==> src/rtl/hazard_forward_ctl_pkg.sv <==
// Shared types and constants for the hazard/forwarding controller:
// forward-select codes, the shadow-stage record and the operand-select helper.
package hazard_forward_ctl_pkg;

    localparam int REG_BITS = 3;

    localparam logic [1:0] FWD_NONE = 2'b00;
    localparam logic [1:0] FWD_WB   = 2'b01;
    localparam logic [1:0] FWD_EM   = 2'b10;

    typedef struct packed {
        logic                valid;
        logic [REG_BITS-1:0] rd;
        logic                regWrite;
        logic                memRead;
    } shadow_t;

    // The nearer producer is checked first so the youngest result wins.
    function automatic logic [1:0] fwd_sel(
        input logic                used,
        input logic [REG_BITS-1:0] src,
        input shadow_t             near,
        input shadow_t             far
    );
        logic [1:0] sel;
        if (used && near.valid && near.regWrite && (near.rd == src)) begin
            sel = FWD_EM;
        end else if (used && far.valid && far.regWrite && (far.rd == src)) begin
            sel = FWD_WB;
        end else begin
            sel = FWD_NONE;
        end
        return sel;
    endfunction

endpackage

==> src/rtl/hazard_stage_reg.sv <==
// One shadow pipeline stage: hold has priority over clear-to-bubble,
// synchronous active-low reset clears every field.
module hazard_stage_reg
    import hazard_forward_ctl_pkg::*;
(
    input  logic    clk,
    input  logic    rst_n,
    input  logic    hold_i,
    input  logic    clear_i,
    input  shadow_t d_i,
    output shadow_t q_o
);

    shadow_t stage_q;

    // Stage register with reset, hold and bubble insertion.
    always_ff @(posedge clk) begin
        if (!rst_n) begin
            stage_q <= '0;
        end else if (hold_i) begin
            stage_q <= stage_q;
        end else if (clear_i) begin
            stage_q <= '0;
        end else begin
            stage_q <= d_i;
        end
    end

    assign q_o = stage_q;

endmodule

==> src/rtl/hazard_forward_ctl.sv <==
// Hazard detection and EX forwarding-select generation for the 5-stage core.
// Optional performance counters are built when HAZARD_PERF_EN is defined.
module hazard_forward_ctl
    import hazard_forward_ctl_pkg::*;
#(
    parameter int REG_BITS = 3,
    parameter int CNT_W    = 16
) (
    input  logic                clk,
    input  logic                rst_n,
    input  logic                id_valid,
    input  logic [REG_BITS-1:0] id_rs,
    input  logic [REG_BITS-1:0] id_rt,
    input  logic                id_rs_used,
    input  logic                id_rt_used,
    input  logic [REG_BITS-1:0] id_rd,
    input  logic                id_regWrite,
    input  logic                id_memRead,
    input  logic                ex_flush,
    input  logic                pipe_stall,
    output logic [1:0]          forward_a,
    output logic [1:0]          forward_b,
    output logic                stall,
    output logic [CNT_W-1:0]    perf_stall_cnt,
    output logic [CNT_W-1:0]    perf_fwd_cnt
);

    shadow_t    id_shadow_s;
    shadow_t    idex_q;
    shadow_t    exmem_q;
    shadow_t    memwb_q;
    logic       stall_s;
    logic       bubble_s;
    logic [1:0] fwd_a_d;
    logic [1:0] fwd_b_d;
    logic [1:0] fwd_a_q;
    logic [1:0] fwd_b_q;
    logic       unused_s;

    assign id_shadow_s = '{valid: id_valid, rd: id_rd, regWrite: id_regWrite, memRead: id_memRead};

    // Load-use detection against the instruction currently in EX; a flush or reset masks it.
    always_comb begin
        stall_s = 1'b0;
        if (rst_n && !ex_flush && id_valid && idex_q.valid && idex_q.memRead && idex_q.regWrite) begin
            stall_s = (id_rs_used && (id_rs == idex_q.rd)) || (id_rt_used && (id_rt == idex_q.rd));
        end else begin
            stall_s = 1'b0;
        end
    end

    assign bubble_s = stall_s | ex_flush;

    // Next forward selects: IDEX becomes EX/MEM and EXMEM becomes MEM/WB at the edge.
    always_comb begin
        fwd_a_d = FWD_NONE;
        fwd_b_d = FWD_NONE;
        if (bubble_s) begin
            fwd_a_d = FWD_NONE;
            fwd_b_d = FWD_NONE;
        end else begin
            fwd_a_d = fwd_sel(id_rs_used, id_rs, idex_q, exmem_q);
            fwd_b_d = fwd_sel(id_rt_used, id_rt, idex_q, exmem_q);
        end
    end

    // Forward-select registers load alongside IDEX.
    always_ff @(posedge clk) begin
        if (!rst_n) begin
            fwd_a_q <= FWD_NONE;
            fwd_b_q <= FWD_NONE;
        end else if (pipe_stall) begin
            fwd_a_q <= fwd_a_q;
            fwd_b_q <= fwd_b_q;
        end else begin
            fwd_a_q <= fwd_a_d;
            fwd_b_q <= fwd_b_d;
        end
    end

    hazard_stage_reg u_idex (
        .clk     (clk),
        .rst_n   (rst_n),
        .hold_i  (pipe_stall),
        .clear_i (bubble_s),
        .d_i     (id_shadow_s),
        .q_o     (idex_q)
    );

    hazard_stage_reg u_exmem (
        .clk     (clk),
        .rst_n   (rst_n),
        .hold_i  (pipe_stall),
        .clear_i (1'b0),
        .d_i     (idex_q),
        .q_o     (exmem_q)
    );

    hazard_stage_reg u_memwb (
        .clk     (clk),
        .rst_n   (rst_n),
        .hold_i  (pipe_stall),
        .clear_i (1'b0),
        .d_i     (exmem_q),
        .q_o     (memwb_q)
    );

    // MEMWB only retires metadata; WB-to-ID bypass is handled inside the register file.
    assign unused_s = ^{memwb_q, exmem_q.memRead};

    assign forward_a = fwd_a_q;
    assign forward_b = fwd_b_q;
    assign stall     = stall_s;

`ifdef HAZARD_PERF_EN
    localparam logic [CNT_W-1:0] CNT_MAX = {CNT_W{1'b1}};
    localparam logic [CNT_W-1:0] CNT_ONE = {{(CNT_W-1){1'b0}}, 1'b1};

    logic [CNT_W-1:0] stall_cnt_d;
    logic [CNT_W-1:0] stall_cnt_q;
    logic [CNT_W-1:0] fwd_cnt_d;
    logic [CNT_W-1:0] fwd_cnt_q;

    // Saturating counters advance only on non-frozen edges.
    always_comb begin
        stall_cnt_d = stall_cnt_q;
        fwd_cnt_d   = fwd_cnt_q;
        if (!pipe_stall && stall_s && (stall_cnt_q != CNT_MAX)) begin
            stall_cnt_d = stall_cnt_q + CNT_ONE;
        end else begin
            stall_cnt_d = stall_cnt_q;
        end
        if (!pipe_stall && ((fwd_a_d != FWD_NONE) || (fwd_b_d != FWD_NONE)) && (fwd_cnt_q != CNT_MAX)) begin
            fwd_cnt_d = fwd_cnt_q + CNT_ONE;
        end else begin
            fwd_cnt_d = fwd_cnt_q;
        end
    end

    // Counter registers.
    always_ff @(posedge clk) begin
        if (!rst_n) begin
            stall_cnt_q <= {CNT_W{1'b0}};
            fwd_cnt_q   <= {CNT_W{1'b0}};
        end else begin
            stall_cnt_q <= stall_cnt_d;
            fwd_cnt_q   <= fwd_cnt_d;
        end
    end

    assign perf_stall_cnt = stall_cnt_q;
    assign perf_fwd_cnt   = fwd_cnt_q;
`else
    assign perf_stall_cnt = {CNT_W{1'b0}};
    assign perf_fwd_cnt   = {CNT_W{1'b0}};
`endif

endmodule

==> config.mk <==
export PLATFORM = sky130hd
export DESIGN_NAME = hazard_forward_ctl
export DESIGN_NICKNAME = d
export VERILOG_FILES = /design/src/rtl/hazard_forward_ctl_pkg.sv /design/src/rtl/hazard_stage_reg.sv /design/src/rtl/hazard_forward_ctl.sv
export SDC_FILE = /design/constraint.sdc
export NUM_CORES = 1
export LEC_CHECK = 0
export ABC_AREA = 1
export CAP_MARGIN = 20
export CORE_MARGIN = 5
export CORE_UTILIZATION = 36
export DETAILED_ROUTE_END_ITERATION = 8
export PLACE_DENSITY_LB_ADDON = 0.3
export SLEW_MARGIN = 20
export SYNTH_ARGS = -nofsm -noshare
export SYNTH_HDL_FRONTEND = slang
export SYNTH_SLANG_ARGS = --single-unit
==> constraint.sdc <==
create_clock -name clk -period 1 [get_ports clk]
set_input_delay 0.15 -clock clk [delete_from_list [all_inputs] [get_ports clk]]
set_output_delay 0.15 -clock clk [all_outputs]
set_load 0.02 [all_outputs]
# Word-level counts from Yosys, hierarchy flattened
# Index checks and enable logic that the tools add are counted.
# totals
reg_bits	15
in_bits	18
out_inout_bits	37
word_cells	45
# classes
eq_ne	6
n_mux	8
n_bitwise	1
n_reduce_logical	21
# ops
op	count
$logic_and A1 B1 Y1	19
$eq A3 B3 Y1	6
$mux W2	4
$mux W6	1
$mux W1	3
$logic_not A1 Y1	1
$logic_or A1 B1 Y1	1
$or A1 B1 Y1	1

# Logic depth before layout (Yosys ltp)
# Gate-level depths: netlist of the first run.
# logic_depth
word_depth	9
mapped_depth	10
ltp_nobuf	10

# Hierarchy
# Synthesis of the first run repeated with hierarchy kept, for this count alone.
# hier_totals
cells_unflattened	188
hier_area_um2	1157.4
# by_module_without_submodules
module	instances	cells_each	area_each_um2	seq_area_each_um2
hazard_forward_ctl	1	136	737.0	80.1
hazard_stage_reg	2	26	210.2	120.1

# Least setup slack after synthesis of the first run
# No wires, ideal clock.
# synth_path
kind	reg-to-output
start	reg u_idex.stage_q (netlist bit u_idex.q_o[4])
end	out stall
arrival_time_ns	1.031
required_time_ns	0.850
slack_ns	-0.181
stages_incl_launch_ff	10
n_path_buf	1
cell_sequence	dfxtp_1 -> inv_2 -> nand2_1 -> nand2_1 -> nor2_1 -> nand2_1 -> nand2_1 -> nand2_2 -> buf_6 -> inv_1
# synth_between
elab_chain_cells	4
elab_cells_between_ends	6
cone_classes	2 x eq/ne; 1 x mux; 3 x reduce/logical
# synth_rtl
item	line_no	text
start: declaration	hazard_stage_reg.sv:14	shadow_t stage_q;
start signal: assignment	hazard_stage_reg.sv:21	stage_q <= stage_q;
start signal: assignment	hazard_stage_reg.sv:25	stage_q <= d_i;
$eq A3 B3 Y1	hazard_forward_ctl.sv:46	stall_s = (id_rs_used && (id_rs == idex_q.rd)) || (id_rt_used && (id_rt == idex_q.rd));
$logic_and A1 B1 Y1	hazard_forward_ctl.sv:46	
$logic_or A1 B1 Y1 (*)	hazard_forward_ctl.sv:46	
$mux W1 (*)	hazard_forward_ctl.sv:45	if (rst_n && !ex_flush && id_valid && idex_q.valid && idex_q.memRead && idex_q.regWrite) begin
end: declaration	hazard_forward_ctl.sv:23	output logic stall,
# Mark *: on every way between the ends. The rest lies on a longest branch, timed or not.

# Worst setup path in the final report of the first run
# Ends and elaborated chain as after synthesis.

==> summary.txt, run 1 <==
Timing
  – Min Tclk post-route: 1434 ps
  – Final setup violation count: 11
  – Max-slew violations: 0
  – RSZ-0062 raised after global routing: yes
  – Fin. Hold Viols: 0
  – Clock skew after layout: 1.976 ps
  – Final Cycle Share: 143.4%
  – Setup ws final: -433.9 ps
  – Achievable Freq: 697.4 MHz

Clock network
  – H-tree depth: 1
  – Worst-path clk slew: 90 ps
  – CTS sink count: 15
  – TritonCTS buffer count: 3
  – Root Buffer: clkbuf_4
  – CTS tree: done
  – Cts hold-fix bufs: 0
  – Clock Tree Buf Depth: 2
  – Worst-Skew Late Latency: 290 ps

Detailed routing
  – Vias per inst: 4.217
  – DRC Markers: 0
  – DRT iter0 DRCs: 29
  – Final ANT Viol Nets: 0
  – Routed wire length: 2522 um
  – Detailed Routing Iterations Pass 1: 4
  – Via count: 1029
  – WL per Instance: 10.34 um

Layout
  – Layout filler cell count: 332
  – Total Nets Final: 230
  – Area growth syn-to-layout: 29.68%
  – Non-Filler Instances: 244
  – Most common cell after layout, fill and taps aside: nand2_1
  – Antenna cells: 0
  – Ratio of cells with drive above 1 in the final layout: 22.75%
  – Commonest non-fill, non-tap cells in the layout: 39 x nand2_1, 32 x conb_1, 17 x inv_1

Synth
  – Syn Inst Count: 174
  – Netlist cell types: 18
  – YS warnings: 0
  – Synth area leaders: dfxtp_1 27%, buf_4 23%, nand2_1 14%
  – FF+latch count, synth: 15
  – Post-synthesis cell area: 1096 um2
  – Synth top area share: 27.40%
  – Seq/Total Area, Yosys: 27.40%
  – Post-synth top area cell: dfxtp_1
  – Mean post-synth cell area: 6.299 um2

GRT
  – Largest net degree at the start of global routing: 17
  – Total track usage: 12.10%
  – Grt ovf: 0
  – First-pass GRT wire length: 3967 um
  – Antenna violations before repair: 0
  – Vias in the first global route: 919

Placement
  – RePlAce Congestion: 0.8222
  – Port Buffer Count: 22
  – Detailed placement HPWL: 1853 um
  – DP Cell Count: 238
  – Pre-CTS WS: -976.3 ps

Worst setup path
  – CP cell instances: inv_2 -> nand2_1 -> nand2_1 -> nor2_2 -> nand2_1 -> nand2_1 -> nand2_2 -> inv_2 -> buf_6
  – CP Class: flop to output port
  – Critical Path AT: 1280 ps
  – Cell mode on critical path: nand2_1
  – CP bufs+invs: 3
  – Top Family by Delay on Critical Path: simple AND/OR/NAND/NOR gates
  – Req. time, crit path: 850 ps
  – Slowest cell on crit path: dfxtp_4
  – Worst setup SP type: flop
  – Crit-path max FO: 4
  – Endpoint class of the critical path: output port
  – Crit-path max cell delay: 370 ps

Outcome
  – Status: finished with violations
  – Violated checks: negative setup slack

Floorplanning
  – Core ar.: 2978 um2
  – Die H: 65.18 um
  – Total I/O pin count: 55
  – Starting Density: 36.81%
  – Row count: 20
  – Die X: 65.18 um
  – Die Area: 4248 um2

Worst hold path
  – Hold Crit Class: input pin to flop

Run
  – # Max-Cap Violations: 0

Power and ir drop
  – Worst VDD drop: 0.6030 mV
  – Power density cells: 996.8 nW/um2
  – Leak: 0.0007135 uW
## synth_stat cells
| master | instances |
|---|---|
| a21oi_1 | 14 |
| buf_1 | 1 |
| buf_4 | 33 |
| buf_6 | 1 |
| clkbuf_1 | 2 |
| conb_1 | 1 |
| dfxtp_1 | 15 |
| inv_1 | 18 |
| inv_2 | 3 |
| nand2_1 | 41 |
| nand2_2 | 1 |
| nand3_1 | 11 |
| nand3b_1 | 1 |
| nand4_1 | 1 |
| nor2_1 | 16 |
| nor2_2 | 1 |
| o21ai_0 | 12 |
| xnor2_1 | 2 |
## worst register-to-register path, cell delays in order (launching register included)
cell and delay, ps:
dfxtp_4 370, inv_2 40, nand2_1 50, nand2_1 60, nor2_2 110, nand2_1 60
nand2_1 80, nand2_2 60, buf_4 140, buf_6 130, nand3b_1 110, a21oi_2 60
## worst paths after layout
path / slack [ps] / end / startpoint / cells past startpoint
setup reg to reg: -380 / forward_a[1]$_SDFFE_PN0N_ / u_idex.q_o[4]$_SDFFE_PN0N_ / 11
hold reg to reg: 470 / forward_b[0]$_SDFFE_PN0N_ / forward_b[0]$_SDFFE_PN0N_ / 2
hold / removal: 420 / u_idex.q_o[1]$_SDFFE_PN0N_ / id_regWrite / 3
setup / recovery: -430 / stall / u_idex.q_o[4]$_SDFFE_PN0N_ / 9
## sequential cells by signal, indices dropped and copies added (netlist names)
name / count
forward_a: 2
forward_b: 2
u_exmem.q_o: 5
u_idex.q_o: 6
## power by group
group | leakage, uW | switching (uW) | internal, uW
Clock | 0.0000150 | 207 | 155
Sequential | 0.000125 | 23.9 | 625
Combinational | 0.000574 | 250 | 155
Total | 0.000713 | 481 | 936
## area by class of cell
cell class	count	area, um2	share of cell area (%)
inverter	21	78.83	5.546
timing repair buffer	39	336.6	23.68
tap	33	41.29	2.905
clock buffer	4	26.28	1.849
multi-input combinational	132	630.6	44.37
sequential	15	307.8	21.65
## cell families after synthesis
| kind of cell | Yosys count | synth area share (%) |
|---|---|---|
| other | 1 | 0.3421 |
| DFF | 15 | 27.40 |
| AOI/OAI and AO/OA | 26 | 11.87 |
| xor gates and xnor gates | 2 | 1.598 |
| and+or+nand+nor | 72 | 26.94 |
| buffers and inverters | 58 | 31.85 |
## per-stage QoR
step,TNS (ps),cell area [um2],utilization (%),total power (uW),hold slack (ps)
after floorplan,-908.8,1215,-,997.5,288.4
after global placement,-8060,1319,44.29,1050,452.1
after detailed placement,-7966,1319,44.29,1050,457.3
after CTS,-3642,1376,46.22,1415,423.5
after global routing,-4505,1421,47.73,1527,417.8
final,-3618,1421,47.73,1417,423.0
## metal layers
metal | vias up | track usage, % | part of all wire, %
met5 | - | 0 | 0
met4 | 0 | 7.254 | 2.4
met3 | 8 | 3.761 | 9.8
li1 | 548 | - | -
met1 | 430 | 15.25 | 42
met2 | 43 | 17.95 | 45
## what timing repair did
action                                  4_1_cts  5_1_grt
buffers inserted                              1        0
pin swaps                                     2        3
cloned                                        1        0
resized for setup                            34       12
endpoints found under the setup margin       15       12
Power figures use the tool's default switching activity.
==> run 2: changes to the inputs <==
--- a/config.mk
+++ b/config.mk
@@ -8,2 +8,3 @@
 export ABC_AREA = 1
+export ABC_CLOCK_PERIOD_IN_PS = 1000
 export CAP_MARGIN = 20
==> constraint.sdc (replaced) <==
create_clock -name clk -period 1 [get_ports clk]
set_input_delay 0.25 -clock clk [delete_from_list [all_inputs] [get_ports clk]]
set_output_delay 0.25 -clock clk [all_outputs]
set_load 0.02 [all_outputs]
==> run 2 against run 1 <==
Effect of this change: the flow still finishes with violations (negative setup slack); register-to-register slack improved by 90 ps; worst hold slack improved by 50 ps; clock power decreased by 4%; critical path type is now input pin to output port; critical endpoint unchanged.
==> summary.txt, run 2 (same netlist as run 1, synthesis figures left out) <==
Outcome
  – Violated checks: negative setup slack (unchanged)
  – Status: finished with violations (unchanged)

Worst setup path
  – Reg2reg setup slack: -290 ps (was -380 ps)
  – CP Class: input pin to output port (was flop to output port)
  – Endpoint class of the critical path: output port (unchanged)
  – Reg2reg path depth: 10 (was 11)
  – Crit-path max FO: 2 (was 4)
  – Reg2Reg Launch Point: u_idex.q_o[2]$_SDFFE_PN0N_ (was u_idex.q_o[4]$_SDFFE_PN0N_)
  – Critical Path AT: 1330 ps (was 1280 ps)
  – Reg-to-reg endpoint: forward_a[1]$_SDFFE_PN0N_ (unchanged)
  – Req. time, crit path: 750 ps (was 850 ps)
  – Worst setup SP type: input pin (was flop)

Floorplanning
  – Die H: 65.18 um (unchanged)
  – Total I/O pin count: 55 (unchanged)
  – Starting Density: 36.81% (unchanged)
  – Die Area: 4248 um2 (unchanged)
  – Core ar.: 2978 um2 (unchanged)
  – Die X: 65.18 um (unchanged)
  – Row count: 20 (unchanged)

Detailed routing
  – Vias per inst: 4.134 (was 4.217)
  – Via count: 1021 (was 1029)
  – Routed wire length: 2461 um (was 2522 um)
  – DRT iter0 DRCs: 26 (was 29)
  – Final ANT Viol Nets: 0 (unchanged)
  – Detailed Routing Iterations Pass 1: 4 (unchanged)
  – WL per Instance: 9.964 um (was 10.34 um)
  – DRC Markers: 0 (unchanged)

Timing
  – Setup ws final: -576.7 ps (was -433.9 ps)
  – Final setup violation count: 11 (unchanged)
  – Final Cycle Share: 157.7% (was 143.4%)
  – Clock skew after layout: 8.669 ps (was 1.976 ps)
  – Min Tclk post-route: 1577 ps (was 1434 ps)
  – RSZ-0062 raised after global routing: yes (unchanged)
  – Max-slew violations: 0 (unchanged)
  – Worst Hold Slack: 473.0 ps (was 423.0 ps)
  – Fin. Hold Viols: 0 (unchanged)
  – Achievable Freq: 634.2 MHz (was 697.4 MHz)

GRT
  – Antenna violations before repair: 0 (unchanged)
  – First-pass GRT wire length: 3801 um (was 3967 um)
  – Grt ovf: 0 (unchanged)
  – Largest net degree at the start of global routing: 17 (unchanged)
  – Vias in the first global route: 934 (was 919)
  – Total track usage: 11.64% (was 12.10%)

Clock network
  – Worst-path clk slew: 80 ps (was 90 ps)
  – Cts hold-fix bufs: 0 (unchanged)
  – H-tree depth: 1 (unchanged)
  – Root Buffer: clkbuf_4 (unchanged)
  – CTS sink count: 15 (unchanged)
  – Worst-Skew Late Latency: 290 ps (about the same)
  – CTS tree: done (unchanged)
  – Clock Tree Buf Depth: 2 (unchanged)
  – TritonCTS buffer count: 3 (unchanged)

Power and ir drop
  – Leak: 0.0007268 uW (was 0.0007135 uW)
  – Worst VDD drop: 0.5566 mV (was 0.6030 mV)
  – Power density cells: 983.0 nW/um2 (was 996.8 nW/um2)

Layout
  – Ratio of cells with drive above 1 in the final layout: 27.57% (was 22.75%)
  – Commonest non-fill, non-tap cells in the layout: 33 x nand2_1, 32 x conb_1, 20 x buf_4 (was 39 x nand2_1, 32 x conb_1, 17 x inv_1)
  – Max reg flops: 6 (unchanged)
  – Total Nets Final: 233 (was 230)
  – Antenna cells: 0 (unchanged)
  – Area growth syn-to-layout: 32.76% (was 29.68%)
  – Most common cell after layout, fill and taps aside: nand2_1 (unchanged)

Worst hold path
  – Hold Path Origin: forward_b[0]$_SDFFE_PN0N_ (was id_regWrite)
  – Hold path cells: 2 (was 3)
  – Hold Crit Class: flop to flop (was input pin to flop)
  – Hold endpoint: forward_b[0]$_SDFFE_PN0N_ (was u_idex.q_o[1]$_SDFFE_PN0N_)

Placement
  – Detailed placement HPWL: 1884 um (was 1853 um)
  – Port Buffer Count: 22 (unchanged)
  – Pre-CTS WS: -1202 ps (was -976.3 ps)
  – RePlAce Congestion: 0.8472 (was 0.8222)

Run
  – # Max-Cap Violations: 0 (unchanged)
[run 2: what timing repair did]
item / CTS / global route
cloned: 0 / 0
endpoints found under the setup margin: 15 / 16
gates resized for setup: 44 / 19
buffers inserted: 5 / 2
pin swaps: 5 / 11
[run 2: metrics by stage]
stage / instances / setup TNS, ps / total power (uW) / utilization [%] / instance area [um2]
floorplan: 205 / -1032 / 997.5 / - / 1217
CTS: 248 / -3746 / 1423 / 47.18 / 1405
detailed placement: 240 / -10300 / 1058 / 44.87 / 1336
global placement: 240 / -10350 / 1056 / 44.87 / 1336
global route: 247 / -4479 / 1536 / 48.87 / 1455
finish: 247 / -3571 / 1430 / 48.87 / 1455
[run 2: layout make-up]
| type | count | area, um2 |
|---|---|---|
| timing repair buffer | 42 | 369.1 |
| clock inverter | 1 | 5.005 |
| inverter | 21 | 81.33 |
| multi-input combinational | 132 | 624.3 |
| sequential | 15 | 311.5 |
| fill | 324 | 1523 |
| clock buffer | 3 | 22.52 |
| tap | 33 | 41.29 |
[run 2: worst max-delay path by stage]
| stage | end | cells past startpoint | from |
|---|---|---|---|
| CTS | stall | 9 | u_idex.q_o[4]$_SDFFE_PN0N_ |
| detailed placement | stall | 10 | id_rt[0] |
| global route | stall | 9 | u_idex.q_o[2]$_SDFFE_PN0N_ |
| finish | stall | 8 | id_rs_used |
| floorplan | stall | 9 | u_idex.q_o[4]$_SDFFE_PN0N_ |
| global placement | stall | 10 | id_rt[0] |
[run 2: where the power goes]
part           internal, uW  switching [uW]
Clock                   149             198
Combinational           170             261
Sequential              628            24.1
Total                   946             484
[run 2: per-layer routing]
metal	global-route usage (%)	up-vias	wire length [um]
li1	-	554	-
met2	18.71	37	1131
met1	14.21	426	1082
met5	0	-	0
met4	6.218	0	37
met3	2.906	4	209
[run 2: worst max-delay path, stage by stage]
cell             delay [ps]
clkdlybuf4s50_1         490
nand2_1                  80
nor2_2                  140
nand2_1                  70
nand2_1                  70
nand2_2                  70
inv_4                    50
buf_6                   100
==> run 3: changes to the inputs <==
ABC_CLOCK_PERIOD_IN_PS = unset   (was 1000)
CORE_UTILIZATION = 40   (was 36)
clock period = 1.9 ns   (was 1 ns; I/O delays follow)
==> run 3 against run 2 <==
Effect of this change: the flow now finishes without violations; routed wire length shrank 5.3%; clock power shrank 51%; count of clock-buffer cells in the layout grew 1; sequential power shrank 47%; utilization grew 2.1 points; via count shrank 1.1%; worst hold slack lost 14 ps; combinational power shrank 50%; design area shrank 5.8%; sequential cell count is the same; register-to-register slack gained 610 ps; critical path type unchanged; critical endpoint unchanged; largest cell class unchanged.
==> summary.txt, run 3 (same netlist as run 1, synthesis figures left out) <==
Outcome
  – Status: finished, final reports clean (was finished with violations)

Floorplanning
  – Total I/O pin count: 55 (unchanged)
  – Die Area: 3887 um2 (was 4248 um2)
  – Die X: 62.35 um (was 65.18 um)
  – Core ar.: 2686 um2 (was 2978 um2)
  – Row count: 19 (was 20)
  – Die H: 62.35 um (was 65.18 um)
  – Starting Density: 40.80% (was 36.81%)

Power and ir drop
  – Worst VDD drop: 0.4001 mV (was 0.5566 mV)
  – Power density cells: 531.3 nW/um2 (was 983.0 nW/um2)
  – Leak: 0.0007249 uW (was 0.0007268 uW)
  – Final Power: 728.0 uW (was 1430 uW)

Placement
  – Detailed placement HPWL: 1855 um (was 1884 um)
  – Pre-CTS WS: -734.1 ps (was -1202 ps)
  – RePlAce Congestion: 0.8266 (was 0.8472)
  – DP Cell Count: 233 (was 240)
  – Port Buffer Count: 22 (unchanged)

Layout
  – Antenna cells: 0 (unchanged)
  – Max reg flops: 6 (unchanged)
  – Area growth syn-to-layout: 25.00% (was 32.76%)
  – Ratio of cells with drive above 1 in the final layout: 19.16% (was 27.57%)
  – Non-Filler Instances: 245 (was 247)
  – Most common cell after layout, fill and taps aside: nand2_1 (unchanged)
  – Commonest non-fill, non-tap cells in the layout: 40 x nand2_1, 32 x conb_1, 20 x buf_4 (was 33 x nand2_1, 32 x conb_1, 20 x buf_4)
  – Total Nets Final: 233 (unchanged)

Clock network
  – H-tree depth: 1 (unchanged)
  – Worst-Skew Late Latency: 270 ps (was 290 ps)
  – Cts hold-fix bufs: 0 (unchanged)
  – Worst-path clk slew: 80 ps (about the same)
  – Root Buffer: clkbuf_4 (unchanged)
  – CTS tree: done (unchanged)
  – TritonCTS buffer count: 3 (unchanged)
  – Clock Tree Buf Depth: 2 (unchanged)
  – CTS sink count: 15 (unchanged)

Detailed routing
  – Detailed Routing Iterations Pass 1: 4 (unchanged)
  – Vias per inst: 4.122 (was 4.134)
  – DRC Markers: 0 (unchanged)
  – Routed wire length: 2330 um (was 2461 um)
  – WL per Instance: 9.510 um (was 9.964 um)
  – Final ANT Viol Nets: 0 (unchanged)
  – DRT iter0 DRCs: 20 (was 26)
  – Via count: 1010 (was 1021)

Worst setup path
  – Critical Path Stages: 9 (was 8)
  – Crit-path max cell delay: 270 ps (was 490 ps)
  – Crit-path max FO: 3 (was 2)
  – Endpoint class of the critical path: output port (unchanged)
  – CP Class: input pin to output port (unchanged)
  – CP bufs+invs: 3 (unchanged)
  – Reg2reg path depth: 13 (was 10)
  – Worst setup SP type: input pin (unchanged)
  – Req. time, crit path: 1420 ps (was 750 ps)
  – Critical Path AT: 1350 ps (was 1330 ps)
  – CP cell instances: dlygate4sd2_1 -> nand2_1 -> nand2_1 -> nor2_2 -> nand2_1 -> nand2_1 -> nand2_2 -> inv_2 -> buf_6 (was clkdlybuf4s50_1 -> nand2_1 -> nor2_2 -> nand2_1 -> nand2_1 -> nand2_2 -> inv_4 -> buf_6)
  – Top Family by Delay on Critical Path: simple AND/OR/NAND/NOR gates (was buffers and inverters)
  – Cell mode on critical path: nand2_1 (unchanged)
  – Slowest cell on crit path: dlygate4sd2_1 (was clkdlybuf4s50_1)

Worst hold path
  – Hold Crit Class: flop to flop (unchanged)
  – Hold path cells: 2 (unchanged)

Timing
  – Final setup violation count: 0 (was 11)
  – Setup ws final: 70.66 ps (was -576.7 ps)
  – Final Cycle Share: 96.28%
  – RSZ-0062 raised after global routing: no (was yes)
  – Max-slew violations: 0 (unchanged)
  – Achievable Freq: 546.6 MHz
  – Clock skew after layout: 0.9499 ps (was 8.669 ps)
  – Fin. Hold Viols: 0 (unchanged)
  – Min Tclk post-route: 1829 ps

Run
  – # Max-Cap Violations: 0 (unchanged)

GRT
  – Largest net degree at the start of global routing: 17 (unchanged)
  – Antenna violations before repair: 0 (unchanged)
  – Grt ovf: 0 (unchanged)
  – Vias in the first global route: 971 (was 934)
  – First-pass GRT wire length: 3829 um (was 3801 um)
  – Total track usage: 11.56% (was 11.64%)
==> run 3: changes by cell type in the layout (fill, tap and decap cells not counted), sizes merged <==
cell	delta
buf	-4
clkbuf	+4
clkdlybuf4s50	-1
clkinv	-1
dlygate4sd2	+1
dlymetal6s2s	+1
==> run 3: metrics by stage <==
step                      setup TNS [ps]  util [%]  cell area, um2  hold slack (ps)
after detailed placement          -985.2     48.07            1291            449.9
after global routing                   0     51.00            1370            490.2
final                                  0     51.00            1370            458.8
after floorplan                        0         -            1212            455.4
after CTS                              0     51.14            1374            462.4
after global placement            -971.0     48.07            1291            448.9
==> run 3: worst reg2reg max path: stages, from the launching register on <==
cell and delay (ps):
dfxtp_2 370, nand2_1 60, nand2_1 70, nor2_2 40, buf_4 120, buf_4 120, buf_4 120, buf_4 120
buf_4 120, nand3_1 80, nand2_1 60, inv_1 50, nand3_1 60, a21oi_1 120
==> run 3: cell type report <==
cell class                 instances  area [um2]
inverter                          21       78.83
sequential                        15       302.8
clock buffer                       4       26.28
multi-input combinational        132       573.1
fill                             301        1316
tap                               31       38.79
timing repair buffer              42       350.3
==> run 3: repair_timing <==
action                                  4_1_cts  5_1_grt
pin swaps                                     8        7
resized for setup                            21       11
endpoints found under the setup margin        1        1
buffers inserted                              8        0
hold endpoints to repair                      0        0
==> run 3: final timing paths <==
path,from,slack (ps),endpoint
setup / recovery,id_rs[2],70,stall
hold reg to reg,forward_b[1]$_SDFFE_PN0N_,460,forward_b[1]$_SDFFE_PN0N_
setup reg to reg,u_idex.q_o[4]$_SDFFE_PN0N_,320,forward_b[0]$_SDFFE_PN0N_
hold / removal,forward_b[1]$_SDFFE_PN0N_,460,forward_b[1]$_SDFFE_PN0N_
==> run 3: metal layers <==
layer | global-route usage, % | share of wire, % | vias to the layer above
met1 | 13.66 | 44 | 417
met4 | 5.040 | 0.90 | 0
met5 | 0 | 0 | -
li1 | - | - | 555
met3 | 4.685 | 8.9 | 4
met2 | 18.26 | 46 | 34
==> run 3: power breakdown <==
part,switching (uW),internal (uW),total (uW)
sequential,12.4,331,343
clock,88.7,81.2,170
combinational,131,84.2,215
total,232,496,728
